--- config.mk ---
export PLATFORM = sky130hd
export DESIGN_NAME = code_lock_ctrl_flat
export DESIGN_NICKNAME = d
export VERILOG_FILES = /design/src/rtl/code_lock_ctrl_if.sv /design/src/rtl/code_lock_ctrl.sv /design/src/flat_wrapper.sv
export SDC_FILE = /design/constraint.sdc
export NUM_CORES = 1
export LEC_CHECK = 0
export ABC_AREA = 1
export BUFFER_PORTS_ARGS = -buffer_cell sky130_fd_sc_hd__buf_2
export CORE_MARGIN = 2
export CORE_UTILIZATION = 50
export DETAILED_ROUTE_END_ITERATION = 10
export GPL_TIMING_DRIVEN = 0
export PLACE_DENSITY = 0.7
export SETUP_SLACK_MARGIN = 0.1
export SYNTH_ARGS = -nofsm -noshare
export SYNTH_HDL_FRONTEND = slang
export SYNTH_SLANG_ARGS = --single-unit
--- constraint.sdc ---
create_clock -name clk -period 1.66 [get_ports clk]
set_input_delay 0.166 -clock clk [delete_from_list [all_inputs] [get_ports clk]]
set_output_delay 0.166 -clock clk [all_outputs]
set_load 0.005 [all_outputs]
--- src/rtl/code_lock_ctrl_if.sv ---
// Code-entry port bundle for code_lock_ctrl.
// master drives the debounced key inputs; slave is the lock controller.
interface code_lock_ctrl_if #(
    parameter int CODE_LEN = 4
);
    localparam int CNT_W = $clog2(CODE_LEN + 1);

    logic             in_data;
    logic             in_en;
    logic             in_clear;
    logic             out_ready;
    logic             out_shift;
    logic [CNT_W-1:0] out_cnt;
    logic             out_unlock;
    logic             out_error;
    logic             out_alarm;

    modport master (
        output in_data, in_en, in_clear,
        input  out_ready, out_shift, out_cnt, out_unlock, out_error, out_alarm
    );

    modport slave (
        input  in_data, in_en, in_clear,
        output out_ready, out_shift, out_cnt, out_unlock, out_error, out_alarm
    );
endinterface

--- src/rtl/code_lock_ctrl.sv ---
// Serial code-entry lock controller.
// Collects CODE_LEN bits (first bit ends up in the MSB), compares against CODE,
// then either opens for OPEN_CYCLES, flags a single-cycle error, or after
// MAX_FAIL consecutive mismatches enters an alarmed lockout for LOCK_CYCLES.
module code_lock_ctrl #(
    parameter int                  CODE_LEN    = 4,
    parameter logic [CODE_LEN-1:0] CODE        = 4'b1011,
    parameter int                  MAX_FAIL    = 3,
    parameter int                  OPEN_CYCLES = 8,
    parameter int                  LOCK_CYCLES = 16
) (
    input  logic             clk,
    input  logic             rst,
    code_lock_ctrl_if.slave  bus
);
    localparam int CNT_W   = $clog2(CODE_LEN + 1);
    localparam int TMR_MAX = (OPEN_CYCLES > LOCK_CYCLES) ? OPEN_CYCLES : LOCK_CYCLES;
    localparam int TMR_W   = $clog2(TMR_MAX + 1);
    localparam int FAIL_W  = $clog2(MAX_FAIL + 1);

    localparam logic [CNT_W-1:0]  CNT_PRELAST = CNT_W'(CODE_LEN - 1);
    localparam logic [FAIL_W-1:0] FAIL_PRELAST = FAIL_W'(MAX_FAIL - 1);
    // Timers are loaded with N-1 and the state is left when they read zero,
    // so the state (and its output) lasts exactly N cycles.
    localparam logic [TMR_W-1:0]  OPEN_LOAD = TMR_W'(OPEN_CYCLES - 1);
    localparam logic [TMR_W-1:0]  LOCK_LOAD = TMR_W'(LOCK_CYCLES - 1);

    typedef enum logic [2:0] {
        S_IDLE,
        S_ENTRY,
        S_CHECK,
        S_OPEN,
        S_FAIL,
        S_LOCKOUT
    } state_t;

    state_t              state;
    logic [CODE_LEN-1:0] sr;
    logic [CNT_W-1:0]    cnt;
    logic [FAIL_W-1:0]   fail_cnt;
    logic [TMR_W-1:0]    timer;
    logic                shift_q;
    // {ready, unlock, error, alarm}, registered alongside the state they decode
    logic [3:0]          flags_q;

    // Moore decode of a state into its output flags.
    function automatic logic [3:0] flags_of(input state_t s);
        logic [3:0] f;
        f = '0;
        unique case (s)
            S_IDLE, S_ENTRY: f = 4'b1000;
            S_OPEN:          f = 4'b0100;
            S_FAIL:          f = 4'b0010;
            S_LOCKOUT:       f = 4'b0001;
            default:         f = 4'b0000;
        endcase
        return f;
    endfunction

    // Controller FSM: entry shift register, check, open/fail/lockout timing.
    always_ff @(posedge clk) begin
        if (rst) begin
            state    <= S_IDLE;
            sr       <= '0;
            cnt      <= '0;
            fail_cnt <= '0;
            timer    <= '0;
            shift_q  <= 1'b0;
            flags_q  <= flags_of(S_IDLE);
        end else begin
            shift_q <= 1'b0;
            unique case (state)
                S_IDLE, S_ENTRY: begin
                    if (bus.in_en && !bus.in_clear) begin
                        sr      <= {sr[CODE_LEN-2:0], bus.in_data};
                        cnt     <= cnt + CNT_W'(1);
                        shift_q <= 1'b1;
                        if (cnt == CNT_PRELAST) begin
                            state   <= S_CHECK;
                            flags_q <= flags_of(S_CHECK);
                        end else begin
                            state   <= S_ENTRY;
                            flags_q <= flags_of(S_ENTRY);
                        end
                    end else if (bus.in_clear && state == S_ENTRY) begin
                        state   <= S_IDLE;
                        flags_q <= flags_of(S_IDLE);
                        cnt     <= '0;
                    end
                end
                S_CHECK: begin
                    cnt <= '0;
                    if (sr == CODE) begin
                        state    <= S_OPEN;
                        flags_q  <= flags_of(S_OPEN);
                        fail_cnt <= '0;
                        timer    <= OPEN_LOAD;
                    end else if (fail_cnt == FAIL_PRELAST) begin
                        state    <= S_LOCKOUT;
                        flags_q  <= flags_of(S_LOCKOUT);
                        fail_cnt <= fail_cnt + FAIL_W'(1);
                        timer    <= LOCK_LOAD;
                    end else begin
                        state    <= S_FAIL;
                        flags_q  <= flags_of(S_FAIL);
                        fail_cnt <= fail_cnt + FAIL_W'(1);
                    end
                end
                S_OPEN: begin
                    if (timer == '0) begin
                        state   <= S_IDLE;
                        flags_q <= flags_of(S_IDLE);
                    end else begin
                        timer <= timer - TMR_W'(1);
                    end
                end
                S_FAIL: begin
                    state   <= S_IDLE;
                    flags_q <= flags_of(S_IDLE);
                end
                S_LOCKOUT: begin
                    if (timer == '0) begin
                        state    <= S_IDLE;
                        flags_q  <= flags_of(S_IDLE);
                        fail_cnt <= '0;
                    end else begin
                        timer <= timer - TMR_W'(1);
                    end
                end
                default: begin
                    state   <= S_IDLE;
                    flags_q <= flags_of(S_IDLE);
                    cnt     <= '0;
                end
            endcase
        end
    end

    assign bus.out_ready  = flags_q[3];
    assign bus.out_unlock = flags_q[2];
    assign bus.out_error  = flags_q[1];
    assign bus.out_alarm  = flags_q[0];
    assign bus.out_shift  = shift_q;
    assign bus.out_cnt    = cnt;
endmodule
--- src/flat_wrapper.sv ---
// flat-port wrapper written by rule: the top's interface ports become plain ports
module code_lock_ctrl_flat 
#(
    parameter int                  CODE_LEN    = 4,
    parameter logic [CODE_LEN-1:0] CODE        = 4'b1011,
    parameter int                  MAX_FAIL    = 3,
    parameter int                  OPEN_CYCLES = 8,
    parameter int                  LOCK_CYCLES = 16
)
  (clk, rst, bus_in_data, bus_in_en, bus_in_clear, bus_out_ready, bus_out_shift, bus_out_cnt, bus_out_unlock, bus_out_error, bus_out_alarm);
  code_lock_ctrl_if #(.CODE_LEN(CODE_LEN)) bus_i ();
  input  logic clk;
  input  logic rst;
  input wire logic [$bits(bus_i.in_data)-1:0] bus_in_data;
  input wire logic [$bits(bus_i.in_en)-1:0] bus_in_en;
  input wire logic [$bits(bus_i.in_clear)-1:0] bus_in_clear;
  output wire logic [$bits(bus_i.out_ready)-1:0] bus_out_ready;
  output wire logic [$bits(bus_i.out_shift)-1:0] bus_out_shift;
  output wire logic [$bits(bus_i.out_cnt)-1:0] bus_out_cnt;
  output wire logic [$bits(bus_i.out_unlock)-1:0] bus_out_unlock;
  output wire logic [$bits(bus_i.out_error)-1:0] bus_out_error;
  output wire logic [$bits(bus_i.out_alarm)-1:0] bus_out_alarm;
  assign bus_i.in_data = bus_in_data;
  assign bus_i.in_en = bus_in_en;
  assign bus_i.in_clear = bus_in_clear;
  assign bus_out_ready = bus_i.out_ready;
  assign bus_out_shift = bus_i.out_shift;
  assign bus_out_cnt = bus_i.out_cnt;
  assign bus_out_unlock = bus_i.out_unlock;
  assign bus_out_error = bus_i.out_error;
  assign bus_out_alarm = bus_i.out_alarm;
  code_lock_ctrl #(.CODE_LEN(CODE_LEN), .CODE(CODE), .MAX_FAIL(MAX_FAIL), .OPEN_CYCLES(OPEN_CYCLES), .LOCK_CYCLES(LOCK_CYCLES)) u_core (.clk(clk), .rst(rst), .bus(bus_i));
endmodule
==> impl.org <==
** Synth
- Among all flip-flop cells after synthesis, the most frequent one is sky130_fd_sc_hd__dfxtp_1.
- Cell types with the highest counts after synthesis :: 51 x sky130_fd_sc_hd__nand2_1, 25 x sky130_fd_sc_hd__nor2_1, 22 x sky130_fd_sc_hd__dfxtp_1
- Adder-cell share of the synthesized area :: 0.0444
- Top area cells in the synthesized netlist :: sky130_fd_sc_hd__dfxtp_1 39%, sky130_fd_sc_hd__nand2_1 17%, sky130_fd_sc_hd__nor2_1 8.3%
- Average footprint of a synthesized cell :: 6.70 um^2
- Synthesized-area fraction occupied by and/or/nand/nor cells :: 0.371
- The portion of synthesized area spent on multiplexers is 0.
- The fraction of the mapped netlist area in compound gates came to 0.0922.
- Synth Area in XOR/XNOR :: 0.00778
- Flip-flop and latch count after synthesis :: 22
- Netlist area before placement :: ~1100 um^2
- Mapped Nets :: between 150 and 200
- Share of synthesized area occupied by flip-flops and latches :: 0.391
- Yosys instantiated no cell more often than sky130_fd_sc_hd__nand2_1.
- After synthesis, the share of flip-flops with an asynchronous set or reset is 0.
- Counting distinct cell types in the post-synthesis netlist gives 20.
- Share of Yosys cell area claimed by the top area cell type :: 0.391
- Number of warnings issued by yosys :: 0
- Largest family of logic cells by synthesized area :: simple AND/OR/NAND/NOR gates
- Synthesis produced a netlist whose cell count is 168.
- Number of flops mapped to enable cells by yosys :: 0
- The biggest area contributor in the post-synthesis netlist is sky130_fd_sc_hd__dfxtp_1.

** Clock tree
- Clock tree from TritonCTS :: yes
- In this run the number of H-tree levels came out at 1.
- Buffers inserted by post-CTS timing repair :: 0
- The root buffer cell chosen for the clock tree is sky130_fd_sc_hd__clkbuf_4.
- Clock Tree Buf Depth :: 2
- Clock tree synthesis inserted a total of 3 buffers.
- For the worst-skew pair, the clock arrives at the later sink with an insertion delay of 0.31 ns.
- CTS saw 22 sinks.
- The number of hold buffers added after CTS was 0.
- After clock tree synthesis, the repair step resized 0 gates.
- Clock-pin slew was measured on the worst setup and hold paths at about 0.12 ns.

** Floorplan
- DIE HEIGHT :: 51.5 um
- Initial core utilization :: 0.519
- In this run the horizontal extent of the chip is 51.5 um.
- For this design the top-level I/O count stands at 13.
- Placeable core region :: 2170 um^2
- In this run the core area contains 17 standard-cell rows.
- The die covers 2650 um^2.

** STA
- Transition at the pin with the smallest max-transition slack :: 0.467 ns
- Of the available clock period, the critical path in the final layout requires 0.828.
- Highest attainable clock frequency :: 0.728 GHz
- Headroom to the max-slew limit came out at 0.688.
- Final total negative setup slack :: 0 ns
- Final setup skew :: 0.00316 ns
- The final hold violation count came to 0.
- RSZ-0062 raised after global routing :: false
- Max Transition Viols Final :: 0
- Setup violations remaining at the end of the flow were counted as 0.
- Final min period :: 1.37 ns

** Run status
- The run finished with clean final reports.

** Worst hold path
- Startpoint of the tightest hold check path :: bus_in_data
- The worst hold path was traced through 3 stages.
- The min-delay analysis places its worst path in the category in -> reg.
- The path with the worst hold slack has its endpoint at u_core.sr[0].

** Setup path
- Worst-path fanout max :: 6
- The worst register-to-register path has a setup slack of approximately 0.29 ns.
- Among all stages on the critical path, the largest delay is contributed by sky130_fd_sc_hd__dfxtp_1.
- Crit path top cell by count :: sky130_fd_sc_hd__nor2_1
- By startpoint and endpoint, the worst setup path is classified as reg -> reg.
- Counting both buffers and inverters, the worst setup path holds a total of 2.
- Critical path data arrival time :: between 1.5 and 2 ns
- Startpoint type of the worst setup path :: register
- On the worst path, the slowest cell contributes a delay of 0.35 ns.
- At the worst endpoint, the required time is around 1.9 ns.
- Worst reg2reg endpoint :: u_core.timer[3]
- The startpoint identified for the worst register-to-register timing path is u_core.timer[0].
- CP Cell Sequence :: inv_1, ha_1, nand3_1, nand3_4, nand2_1, inv_2, nor2_1, nor2_1
- Worst r2r path cells :: 8
- Family of cells with the greatest summed delay on the critical path :: simple AND/OR/NAND/NOR gates
- STA classifies the critical path endpoint as a register.

** Power and ir drop
- P per Cell Area :: 734 nW/um^2
- The analysis attributes to cell leakage a power of roughly 0.00059 uW.
- Worst VDD drop :: approximately 0.46 mV

** Global route
- Number of global-route vias before repair :: 951
- Leftover overflow at the end of global routing :: 0
- Overall global routing resource usage :: 0.195
- Maximum number of pins on one net before global-route repair :: 13
- Global-route wire length before repair :: 3.81 mm
- The number of antenna violations at the first check in global routing is 0.

** Detailed routing
- Dividing the detail-routed wire length by the instance count gives 10.3 um.
- After detailed routing, the total wire length is 2.17 mm.
- Summing over every cut layer, the via total after detailed routing is 1,036.
- Routed via count divided by cell count :: 4.89
- ANT nets after route :: 0
- The first routing iteration left 21 violations.
- Number of DRC violations after detailed routing :: 0
- First-pass DRT Iterations :: 4

** Place
- Buffers placed on the I/O ports in this run total 12.
- Routability-driven placement finished with a final weighted congestion of 0.748.
- Placed wire-length estimate after detailed placement :: 1.66 mm

** Job
- Across the run, the number of max-cap violations was 0.

** Layout
- The area growth from synthesis to layout is 11.7%.
- Util after Layout :: 0.580
- Fin nets :: approximately 190
- Of the cells placed in the final design, the portion with a size suffix greater than 1 is 0.152.
- 0 antenna diodes ended up in the layout.
==> power by group <==
group | internal, uW | switching (uW) | leakage, uW
combinational | 29.2 | 44.0 | 0.000386
sequential | 542 | 12.0 | 0.000179
clock | 134 | 162 | 0.0000210
==> layout make-up <==
type | instances | area (um^2)
repair buffers | 12 | 60.1
clock buffers | 4 | 36.3
well taps | 28 | 35.0
flip-flops and latches | 22 | 440
multi-input cells | 120 | 581
fillers | 231 | 912
plain buffers | 3 | 18.8
inverters | 23 | 86.3
==> stage by stage <==
stage | area [um^2] | instances | setup slack (ns) | hold slack, ns | power [uW]
finish | 1260 | 212 | 0.286 | 0.102 | 923
global route | 1260 | 212 | 0.138 | 0.134 | 970
CTS | 1260 | 212 | 0.274 | 0.103 | 937
detailed placement | 1220 | 208 | 0.293 | 0.432 | 639
global placement | 1220 | 208 | 0.314 | 0.429 | 636
floorplan | 1130 | 168 | 0.422 | 0.329 | 615
==> worst max path at each step <==
stage / start / end / slack [ns] / cells past startpoint
after floorplan: u_core.timer[0] / u_core.timer[3] / 0.42 / 8
after global placement: u_core.timer[0] / u_core.timer[3] / 0.31 / 8
after detailed placement: u_core.timer[0] / u_core.fail_cnt[1] / 0.29 / 9
after CTS: u_core.timer[0] / u_core.timer[3] / 0.27 / 8
after global routing: u_core.timer[0] / u_core.flags_q[2] / 0.14 / 7
final: u_core.timer[0] / u_core.timer[3] / 0.29 / 8
==> logic make-up after synthesis <==
group / Yosys count
adder cells (fa/ha/maj): 4
flip-flops: 22
AO/OA/AOI/OAI: 20
AND/OR/NAND/NOR: 95
buffers and inverters: 26
XOR/XNOR: 1
==> layout by cell type (no fill, tap or decap), drive strengths merged <==
master and n:
nand3 12, nor3 1, dfxtp 22, nand2 53, buf 13, nand3b 1, clkbuf 6, a21oi 14
inv 23, nor2 26, o21ai 6, or2 2, xor2 1, ha 4
==> worst register-to-register path, cell delays in order (launching register included) <==
cell                      delay [ns]
sky130_fd_sc_hd__dfxtp_1        0.35
sky130_fd_sc_hd__inv_1          0.08
sky130_fd_sc_hd__ha_1           0.25
sky130_fd_sc_hd__nand3_1        0.18
sky130_fd_sc_hd__nand3_4        0.14
sky130_fd_sc_hd__nand2_1        0.13
sky130_fd_sc_hd__inv_2          0.05
sky130_fd_sc_hd__nor2_1         0.08
sky130_fd_sc_hd__nor2_1         0.04
==> sequential cells by signal, summed over array words and instances, names as in the netlist <==
name,count
u_core.timer,5
u_core.flags_q,4
u_core.sr,4
u_core.bus.out_cnt,3
u_core.state,3
u_core.fail_cnt,2
u_core.bus.out_shift,1
==> layer usage <==
layer,share of wire,up-vias,GRT usage
li1,-,551,-
met1,0.46,466,0.220
met2,0.49,14,0.348
met3,0.030,5,0.0380
met4,0.020,0,0.0921
met5,0,-,0
No activity file was read; power rests on OpenSTA's default activity.
